### src/rtl/udma_hyper_pkg.sv
// rtl/udma_hyper_pkg.sv - shared types and constants for the HyperBus uDMA TX path
package udma_hyper_pkg;

  typedef enum logic [1:0] {TXF_IDLE, TXF_RUN, TXF_DONE} txf_state_e;

  localparam int unsigned STRB_W = 2;

endpackage

### src/rtl/udma_hyper_txframer_fifo.sv
// rtl/udma_hyper_txframer_fifo.sv - 2-entry data FIFO between word intake and PHY beats
module udma_hyper_txframer_fifo #(
  parameter int unsigned WIDTH = 16
) (
  input  logic             clk_i,
  input  logic             flush_i,
  input  logic             push_i,
  input  logic [WIDTH-1:0] data_i,
  input  logic             pop_i,
  output logic [WIDTH-1:0] data_o,
  output logic             empty_o,
  output logic             full_o
);

  logic [WIDTH-1:0] mem_q [2];
  logic             wr_ptr_q;
  logic             rd_ptr_q;
  logic [1:0]       cnt_q;
  logic             do_push;
  logic             do_pop;

  assign empty_o = (cnt_q == 2'd0);
  assign full_o  = (cnt_q == 2'd2);
  assign data_o  = mem_q[rd_ptr_q];

  // A full FIFO refuses the push even when it pops in the same cycle.
  assign do_push = push_i && !full_o;
  assign do_pop  = pop_i && !empty_o;

  always_ff @(posedge clk_i) begin
    if (flush_i) begin
      mem_q[0] <= '0;
      mem_q[1] <= '0;
      wr_ptr_q <= 1'b0;
      rd_ptr_q <= 1'b0;
      cnt_q    <= 2'd0;
    end else begin
      if (do_push) begin
        mem_q[wr_ptr_q] <= data_i;
        wr_ptr_q        <= ~wr_ptr_q;
      end
      if (do_pop) begin
        rd_ptr_q <= ~rd_ptr_q;
      end
      cnt_q <= cnt_q + 2'(do_push) - 2'(do_pop);
    end
  end

endmodule

### src/rtl/udma_hyper_txframer.sv
// rtl/udma_hyper_txframer.sv - frames 16-bit TX words into strobed PHY write beats
module udma_hyper_txframer
  import udma_hyper_pkg::*;
#(
  parameter int unsigned TRANS_SIZE = 16
) (
  input  logic                  clk_i,
  input  logic                  rst_i,
  input  logic                  start_i,
  input  logic                  abort_i,
  input  logic [TRANS_SIZE-1:0] cfg_len_i,
  input  logic                  cfg_odd_saddr_i,
  input  logic                  cfg_reg_access_i,
  input  logic                  in_valid_i,
  output logic                  in_ready_o,
  input  logic [15:0]           in_data_i,
  output logic                  phy_valid_o,
  input  logic                  phy_ready_i,
  output logic [15:0]           phy_data_o,
  output logic [STRB_W-1:0]     phy_strb_o,
  output logic                  phy_last_o,
  output logic                  busy_o,
  output logic                  done_o
);

  localparam int unsigned CW = TRANS_SIZE + 1;

  txf_state_e        state_q, state_d;
  logic [CW-1:0]     len_sum;
  logic [CW-1:0]     nb_start;
  logic [CW-1:0]     nb_q;
  logic [CW-1:0]     acc_cnt_q;
  logic [CW-1:0]     out_cnt_q;
  logic              odd_saddr_q;
  logic              end_odd_q;
  logic              reg_acc_q;
  logic              fifo_empty;
  logic              fifo_full;
  logic [15:0]       fifo_data;
  logic              in_fire;
  logic              phy_fire;
  logic              last_beat;
  logic [STRB_W-1:0] strb;

  // One extra counter bit keeps len + odd + 1 from wrapping at max length.
  assign len_sum  = CW'(cfg_len_i) + CW'(cfg_odd_saddr_i);
  assign nb_start = cfg_reg_access_i ? CW'(1) : ((len_sum + CW'(1)) >> 1);

  assign in_ready_o  = (state_q == TXF_RUN) && !fifo_full && (acc_cnt_q < nb_q);
  assign phy_valid_o = (state_q == TXF_RUN) && !fifo_empty;
  assign in_fire     = in_valid_i && in_ready_o;
  assign phy_fire    = phy_valid_o && phy_ready_i;
  assign last_beat   = (out_cnt_q == nb_q - CW'(1));

  always_comb begin
    state_d = state_q;
    case (state_q)
      TXF_IDLE: if (start_i) state_d = (nb_start == '0) ? TXF_DONE : TXF_RUN;
      TXF_RUN:  if (phy_fire && last_beat) state_d = TXF_DONE;
      TXF_DONE: state_d = TXF_IDLE;
      default:  state_d = TXF_IDLE;
    endcase
    if (abort_i) state_d = TXF_IDLE;
  end

  always_ff @(posedge clk_i) begin
    if (rst_i) state_q <= TXF_IDLE;
    else       state_q <= state_d;
  end

  always_ff @(posedge clk_i) begin
    if (rst_i || abort_i) begin
      nb_q        <= '0;
      acc_cnt_q   <= '0;
      out_cnt_q   <= '0;
      odd_saddr_q <= 1'b0;
      end_odd_q   <= 1'b0;
      reg_acc_q   <= 1'b0;
    end else if (state_q == TXF_IDLE && start_i) begin
      nb_q        <= nb_start;
      acc_cnt_q   <= '0;
      out_cnt_q   <= '0;
      odd_saddr_q <= cfg_odd_saddr_i;
      end_odd_q   <= len_sum[0];
      reg_acc_q   <= cfg_reg_access_i;
    end else begin
      if (in_fire)  acc_cnt_q <= acc_cnt_q + CW'(1);
      if (phy_fire) out_cnt_q <= out_cnt_q + CW'(1);
    end
  end

  udma_hyper_txframer_fifo #(
    .WIDTH (16)
  ) i_fifo (
    .clk_i   (clk_i),
    .flush_i (abort_i | rst_i),
    .push_i  (in_fire),
    .data_i  (in_data_i),
    .pop_i   (phy_fire),
    .data_o  (fifo_data),
    .empty_o (fifo_empty),
    .full_o  (fifo_full)
  );

  // Strobe is derived from the beat index, so the FIFO only carries data.
  always_comb begin
    strb = '1;
    if (!reg_acc_q) begin
      if (out_cnt_q == '0 && odd_saddr_q) strb[0] = 1'b0;
      if (last_beat && end_odd_q)         strb[1] = 1'b0;
    end
  end

  assign phy_data_o = phy_valid_o ? fifo_data : '0;
  assign phy_strb_o = phy_valid_o ? strb : '0;
  assign phy_last_o = phy_valid_o && last_beat;
  assign busy_o     = (state_q != TXF_IDLE);
  assign done_o     = (state_q == TXF_DONE);

endmodule

### config.mk
export PLATFORM = sky130hd
export DESIGN_NAME = udma_hyper_txframer
export DESIGN_NICKNAME = d
export VERILOG_FILES = /design/src/rtl/udma_hyper_pkg.sv /design/src/rtl/udma_hyper_txframer_fifo.sv /design/src/rtl/udma_hyper_txframer.sv
export SDC_FILE = /design/constraint.sdc
export NUM_CORES = 1
export LEC_CHECK = 0
export CAP_MARGIN = 20
export CORE_UTILIZATION = 52
export CTS_CLUSTER_DIAMETER = 200
export CTS_CLUSTER_SIZE = 28
export DETAILED_ROUTE_END_ITERATION = 10
export HOLD_SLACK_MARGIN = 0.1
export PLACE_DENSITY = 0.75
export SKIP_CTS_REPAIR_TIMING = 1
export SLEW_MARGIN = 0
export SYNTH_ARGS = -nofsm -noshare
export SYNTH_HDL_FRONTEND = slang
export SYNTH_SLANG_ARGS = --single-unit
export TNS_END_PERCENT = 20
### constraint.sdc
create_clock -name clk_i -period 6.4 [get_ports clk_i]
set_input_delay 0.64 -clock clk_i [delete_from_list [all_inputs] [get_ports clk_i]]
set_output_delay 0.64 -clock clk_i [all_outputs]
set_load 0.005 [all_outputs]
# After elaboration in Yosys (flattened, before gate mapping)
# Memories as Yosys holds them, arrays and structs flattened. A register that Yosys moved wholly into a read port is not among the register bits.
# Cells that the tools add are included.
# totals
mem_bits_rw	32
reg_bits	60
n_memories	1
input_bits	40
# memory_table
memory	words	width	rd	rd_ports_with_merged_regs	wr	line_no	source
i_fifo.mem_q	2	16	1	1	2	udma_hyper_txframer_fifo.sv:15	logic [WIDTH-1:0] mem_q [2];
# classes
n_bitwise	3
eq_ne	6
reduce_logical	24
n_mux	20
addsub	7
order_cmp	1
# op_table
op	n
17-bit by 1-bit adder with 17-bit output (second input constant)	3
16-bit 2-to-1 mux	3
17-bit logical NOT	2
16-bit by 1-bit adder with 17-bit output	1
17-bit == test	1
17-bit less-than comparator	1
17-bit by 1-bit subtractor with 17-bit output (second input constant)	1
16-bit OR reduction	1
1-bit logical AND	12
1-bit 2-to-1 mux	11
2-bit 2-to-1 mux	5
2-bit == test (second input constant)	2
2-bit logical NOT	2
2-bit one-hot mux with 2 select lines	1
2-bit OR reduction	2
2-bit by 1-bit adder with 2-bit output	1
2-bit by 1-bit == test with 1-bit output (second input constant)	1
1-bit logical NOT	2
2-bit by 1-bit inequality test with 1-bit output (second input constant)	1
2-bit inequality test (second input constant)	1
1-bit inverter	2
2-bit AND reduction	1
2-bit nonzero test	1
2-bit by 1-bit subtractor with 2-bit output	1
2 further kinds	2

# Longest topological paths before layout
# depth
word_depth	11
mapped_depth	13
ltp_nobuf	12

# Modules after synthesis
# Synthesis repeated with hierarchy kept, for this count alone.
# hier_totals
cells_unflattened	732
hier_area_um2	6137.1
# by_module_without_submodules
module	area_per_inst_um2	n_inst	seq_area_each_um2	cells_per_inst
udma_hyper_txframer	4489.3	1	1101.1	601
udma_hyper_txframer_fifo	1647.8	1	1061.0	131

# Least setup slack after synthesis
# Ideal clock, no wire load.
# synth_path
path_type	input to register
startpoint	input cfg_len_i[0]
endpoint	register state_q[1]
path_buffers	1
path_slack_ns	2.510
cell_stages	12
arrival_ns	3.804
required_ns	6.314
path_cell_list	ha_1 ha_1 buf_4 nand2_1 o31a_1 o32a_1 or3_1 nor3_1 mux2_2 a2111oi_0 or4b_1 a221oi_2
# synth_via
elab_chain_len	7
# synth_lines
item	line_no	source
start, declared	udma_hyper_txframer.sv:11	input logic [TRANS_SIZE-1:0] cfg_len_i,
16-bit by 1-bit adder with 17-bit output	udma_hyper_txframer.sv:46	assign len_sum = CW'(cfg_len_i) + CW'(cfg_odd_saddr_i);
17-bit by 1-bit adder with 17-bit output	udma_hyper_txframer.sv:47	assign nb_start = cfg_reg_access_i ? CW'(1) : ((len_sum + CW'(1)) >> 1);
16-bit 2-to-1 mux	udma_hyper_txframer.sv:47	
17-bit logical NOT	udma_hyper_txframer.sv:58	TXF_IDLE: if (start_i) state_d = (nb_start == '0) ? TXF_DONE : TXF_RUN;
2-bit 2-to-1 mux (2 in series)	udma_hyper_txframer.sv:58	
2-bit one-hot mux with 2 select lines	udma_hyper_txframer.sv:57	case (state_q)
end signal, assigned	udma_hyper_txframer.sv:68	else state_q <= state_d;
end, declared	udma_hyper_txframer.sv:28	txf_state_e state_q, state_d;
# No other way between the ends. The select of a mux whose other input is x is not followed.
# A chain may end at the register's enable or synchronous reset.

# Worst setup path in the final report
# layout_path
startpoint	input cfg_odd_saddr_i
endpoint	register state_q[1]
# layout_via
elab_chain_len	7
# layout_lines
item	line_no	source
start, declared	udma_hyper_txframer.sv:12	input logic cfg_odd_saddr_i,
16-bit by 1-bit adder with 17-bit output	udma_hyper_txframer.sv:46	
17-bit by 1-bit adder with 17-bit output	udma_hyper_txframer.sv:47	
16-bit 2-to-1 mux	udma_hyper_txframer.sv:47	
17-bit logical NOT	udma_hyper_txframer.sv:58	
2-bit 2-to-1 mux (2 in series)	udma_hyper_txframer.sv:58	
2-bit one-hot mux with 2 select lines	udma_hyper_txframer.sv:57	
# No other way between the ends. The select of a mux whose other input is x is not followed.

==> metrics.md <==
| Metric | Value |
|---|---|
| CP max stage delay | 0.53 ns |
| Slew @ Worst Pin | between 0.9 and 1 ns |
| Syn_nets | 743 |
| Max-slew violation count | 0 |
| Core Area | 10900 sq um |
| Area grow syn2layout | 15.2% |
| Placed cell area | 6510 sq um |
| Share of cells above drive strength 1 | 0.0561 |
| Port bufs | 62 |
| Post-Syn Instances | 678 |
| Part of the Yosys area used for sequential elements | 0.372 |
| FP Rows | 38 |
| Clk slew on worst S/H paths | 0.09 ns |
| Worst path buffer plus inverter count | 1 |
| IO Count | 63 |
| Relative slew slack | 0.337 |
| Drt pass-1 iters | 6 |
| Max VDD drop | 142 uV |
| Post-layout instance area | between 6000 and 7000 sq um |
| Highest fanout seen on the critical path | 13 |
| Nets@finish | 791 |
| Post-Synthesis Cell Area | between 5000 and 6000 sq um |
| Tot GR Track Use | 0.267 |
| Cts bufs inserted | 9 |
| Drt total wl | 14.7 mm |
| RSZ-0062 raised after global routing | false |
| Remaining global-route overflow | 0 |
| Hold Fails Final Rpt | 0 |
| Clk Latency, worst-skew pair | 0.40 ns |
| Critical setup path kind | in -> reg |
| Distinct cells, synth | 63 |
| P_sw | 325 uW |
| Die width | about 110 um |
| Clock group share of total power | 0.342 |
| Max cap viols | 0 |
| Clock sink total | 92 |
| Pwr dens | 178 nW/um^2 |
| CP Capture Type | flop |
| Hpwl dp | 10.9 mm |
| Async SR Flop Fraction | 0 |
| # setup viols final | 0 |
| Routed vias | ~5100 |
| CTS root buf | clkbuf_8 |
| DR DRC count | 0 |
| Max clock buf depth | 2 |
| Largest net degree at the start of global routing | 31 |
| H-tree depth | 3 |
| Initial antenna violation count | 0 |
| CP required | 6.72 ns |
| Total negative slack | 0 ns |
| Worst path cell trace | clkdlybuf4s50_1 > ha_1 > ha_1 > nand4_1 > or4_1 > xor2_1 > or3_1 > nor3_1 > mux2_2 > a2111oi_0 > or4b_1 > a221oi_2 |
| # diodes | 0 |
| Internal | 867 uW |
| Synth Flop Type | dfxtp_1 |
| Vias in the first global route | around 5000 |
| CP top delay family | simple AND/OR/NAND/NOR gates |
| Most frequent CP cell | ha_1 |
| Net Sw Frac | 0.273 |
| Combinational Power Share | 0.136 |
| Yosys warnings | 0 |
| Part of the power in registers | 0.523 |
| CTS tree | yes |
| Synthesis-stage register bit count | 92 |
| Die area | 11600 sq um |
| Vias per cell | ~5.9 |
| Die height | 108 um |
| Critical-path top delay cell | or4b_1 |
| Crit path launch type | input port |
| Initial Util | 0.534 |
| Final period utilization | 0.715 |
| Clk_skew | 0.0150 ns |
| Routability cong. | 0.886 |
| Initial DRC count | 291 |
| First-pass GRT wire length | approximately 24 mm |
| EDFF count, synth | 32 |
| Syn_area_per_cell | 8.58 sq um |
| Total power | 1190 uW |
| Hold WC Path Type | reg -> reg |
| FMAX | about 220 MHz |
| Routed Antenna Nets | 0 |
| Fin crit period | 4.58 ns |
| Arrival @ worst endpoint | 4.90 ns |
| Leakage power total | 0.00243 uW |
| Outcome | finished, final reports clean |
| Avg WL per Cell | between 15 and 20 um |
-- power groups by stage --
stage	registers, uW	logic (uW)	clock network, uW
after floorplan	634	104	0
after global placement	636	157	0
after detailed placement	637	160	0
after CTS	623	161	410
after global routing	625	178	432
final	623	162	407
-- sequential cells by signal, summed over array words and instances, names as in the netlist, 2 cells and up, named ones only --
signal	flops
acc_cnt_q	17
i_fifo.cnt_q	2
i_fifo.mem_q	32
nb_q	16
out_cnt_q	17
state_q	2
-- synth_stat cells (3+ instances only) --
cell,n,share of area
nor2_1,66,0.043
nand2_1,63,0.041
dfxtp_1,60,0.21
a21oi_1,49,0.042
and2_1,44,0.047
xnor2_1,35,0.053
edfxtp_1,32,0.17
inv_1,32,0.021
ha_1,25,0.054
clkbuf_1,24,0.015
mux2i_1,23,0.040
xor2_1,23,0.035
nor3_1,20,0.017
nand3_1,18,0.015
and3_1,14,0.015
nor4_1,14,0.015
o21ai_0,14,0.012
nand4_1,13,0.014
or3_1,13,0.014
a21o_1,9,0.012
a31oi_1,6,0.0065
a31o_2,5,0.0075
nand2b_1,5,0.0054
a211oi_1,4,0.0052
a22oi_1,4,0.0052
nor2b_1,4,0.0043
nor3b_1,4,0.0052
or2_2,4,0.0043
and4_1,3,0.0045
nand4b_1,3,0.0045
o21a_1,3,0.0039
-- metal layers --
layer / global-route usage / vias up / share of wire
met5: 0 / - / 0
met4: 0.101 / 0 / 0.023
met3: 0.0551 / 27 / 0.043
met2: 0.462 / 150 / 0.49
met1: 0.324 / 2414 / 0.44
li1: - / 2508 / -
-- cells in the final DEF, fill, tap and decap left out, drive strengths merged, types with 20 or more instances in the layout --
cell type / count
edfxtp: 32
nor2: 66
a21oi: 49
dfxtp: 60
nor3: 20
mux2i: 23
inv: 33
xnor2: 35
ha: 25
and2: 45
nand2: 64
xor2: 23
clkdlybuf4s50: 62
-- stage by stage --
step / setup WS, ns / std cells / hold WS, ns / utilization
2_1_floorplan: 2.51 / 678 / 0.431 / -
3_3_place_gp: 1.54 / 855 / 0.448 / 0.598
3_5_place_dp: 1.41 / 855 / 0.460 / 0.598
4_1_cts: 1.83 / 871 / 0.472 / 0.616
5_1_grt: 1.59 / 871 / 0.490 / 0.616
6_report: 1.82 / 871 / 0.473 / 0.616
-- worst min-delay path, cell delays in order, from the launching register on --
cell	delay, ns
dfxtp_1	0.32
nand2_1	0.06
a21oi_1	0.05
-- final timing paths --
path                       startpoint  depth (start not counted)                               end  slack [ns]
max                   cfg_odd_saddr_i                         12           state_q[1]$_SDFFE_PP0P_        1.82
min          odd_saddr_q$_SDFFE_PP0P_                          2          odd_saddr_q$_SDFFE_PP0P_        0.47
max reg2reg      nb_q[1]$_SDFFE_PP0P_                         11  i_fifo.mem_q[1][7]$_SDFFCE_PN0P_        2.63
min reg2reg  odd_saddr_q$_SDFFE_PP0P_                          2          odd_saddr_q$_SDFFE_PP0P_        0.47
-- kinds of logic after synthesis --
logic type / count (synthesis) / share of synthesized area
compound gates: 113 / 0.126
xor+xnor: 58 / 0.0873
fa+ha+maj: 25 / 0.0538
buf+inv: 61 / 0.0439
flops: 92 / 0.372
mux: 24 / 0.0415
simple gates: 305 / 0.276
-- area by class of cell --
type,count,area [sq um]
clock buffers,11,131
clock inverters,5,62.6
fillers,977,4180
inverters,32,120
multi-input cells,525,3400
flip-flops and latches,92,2160
well taps,140,175
repair buffers,66,651
No activity file was read; power rests on OpenSTA's default activity.
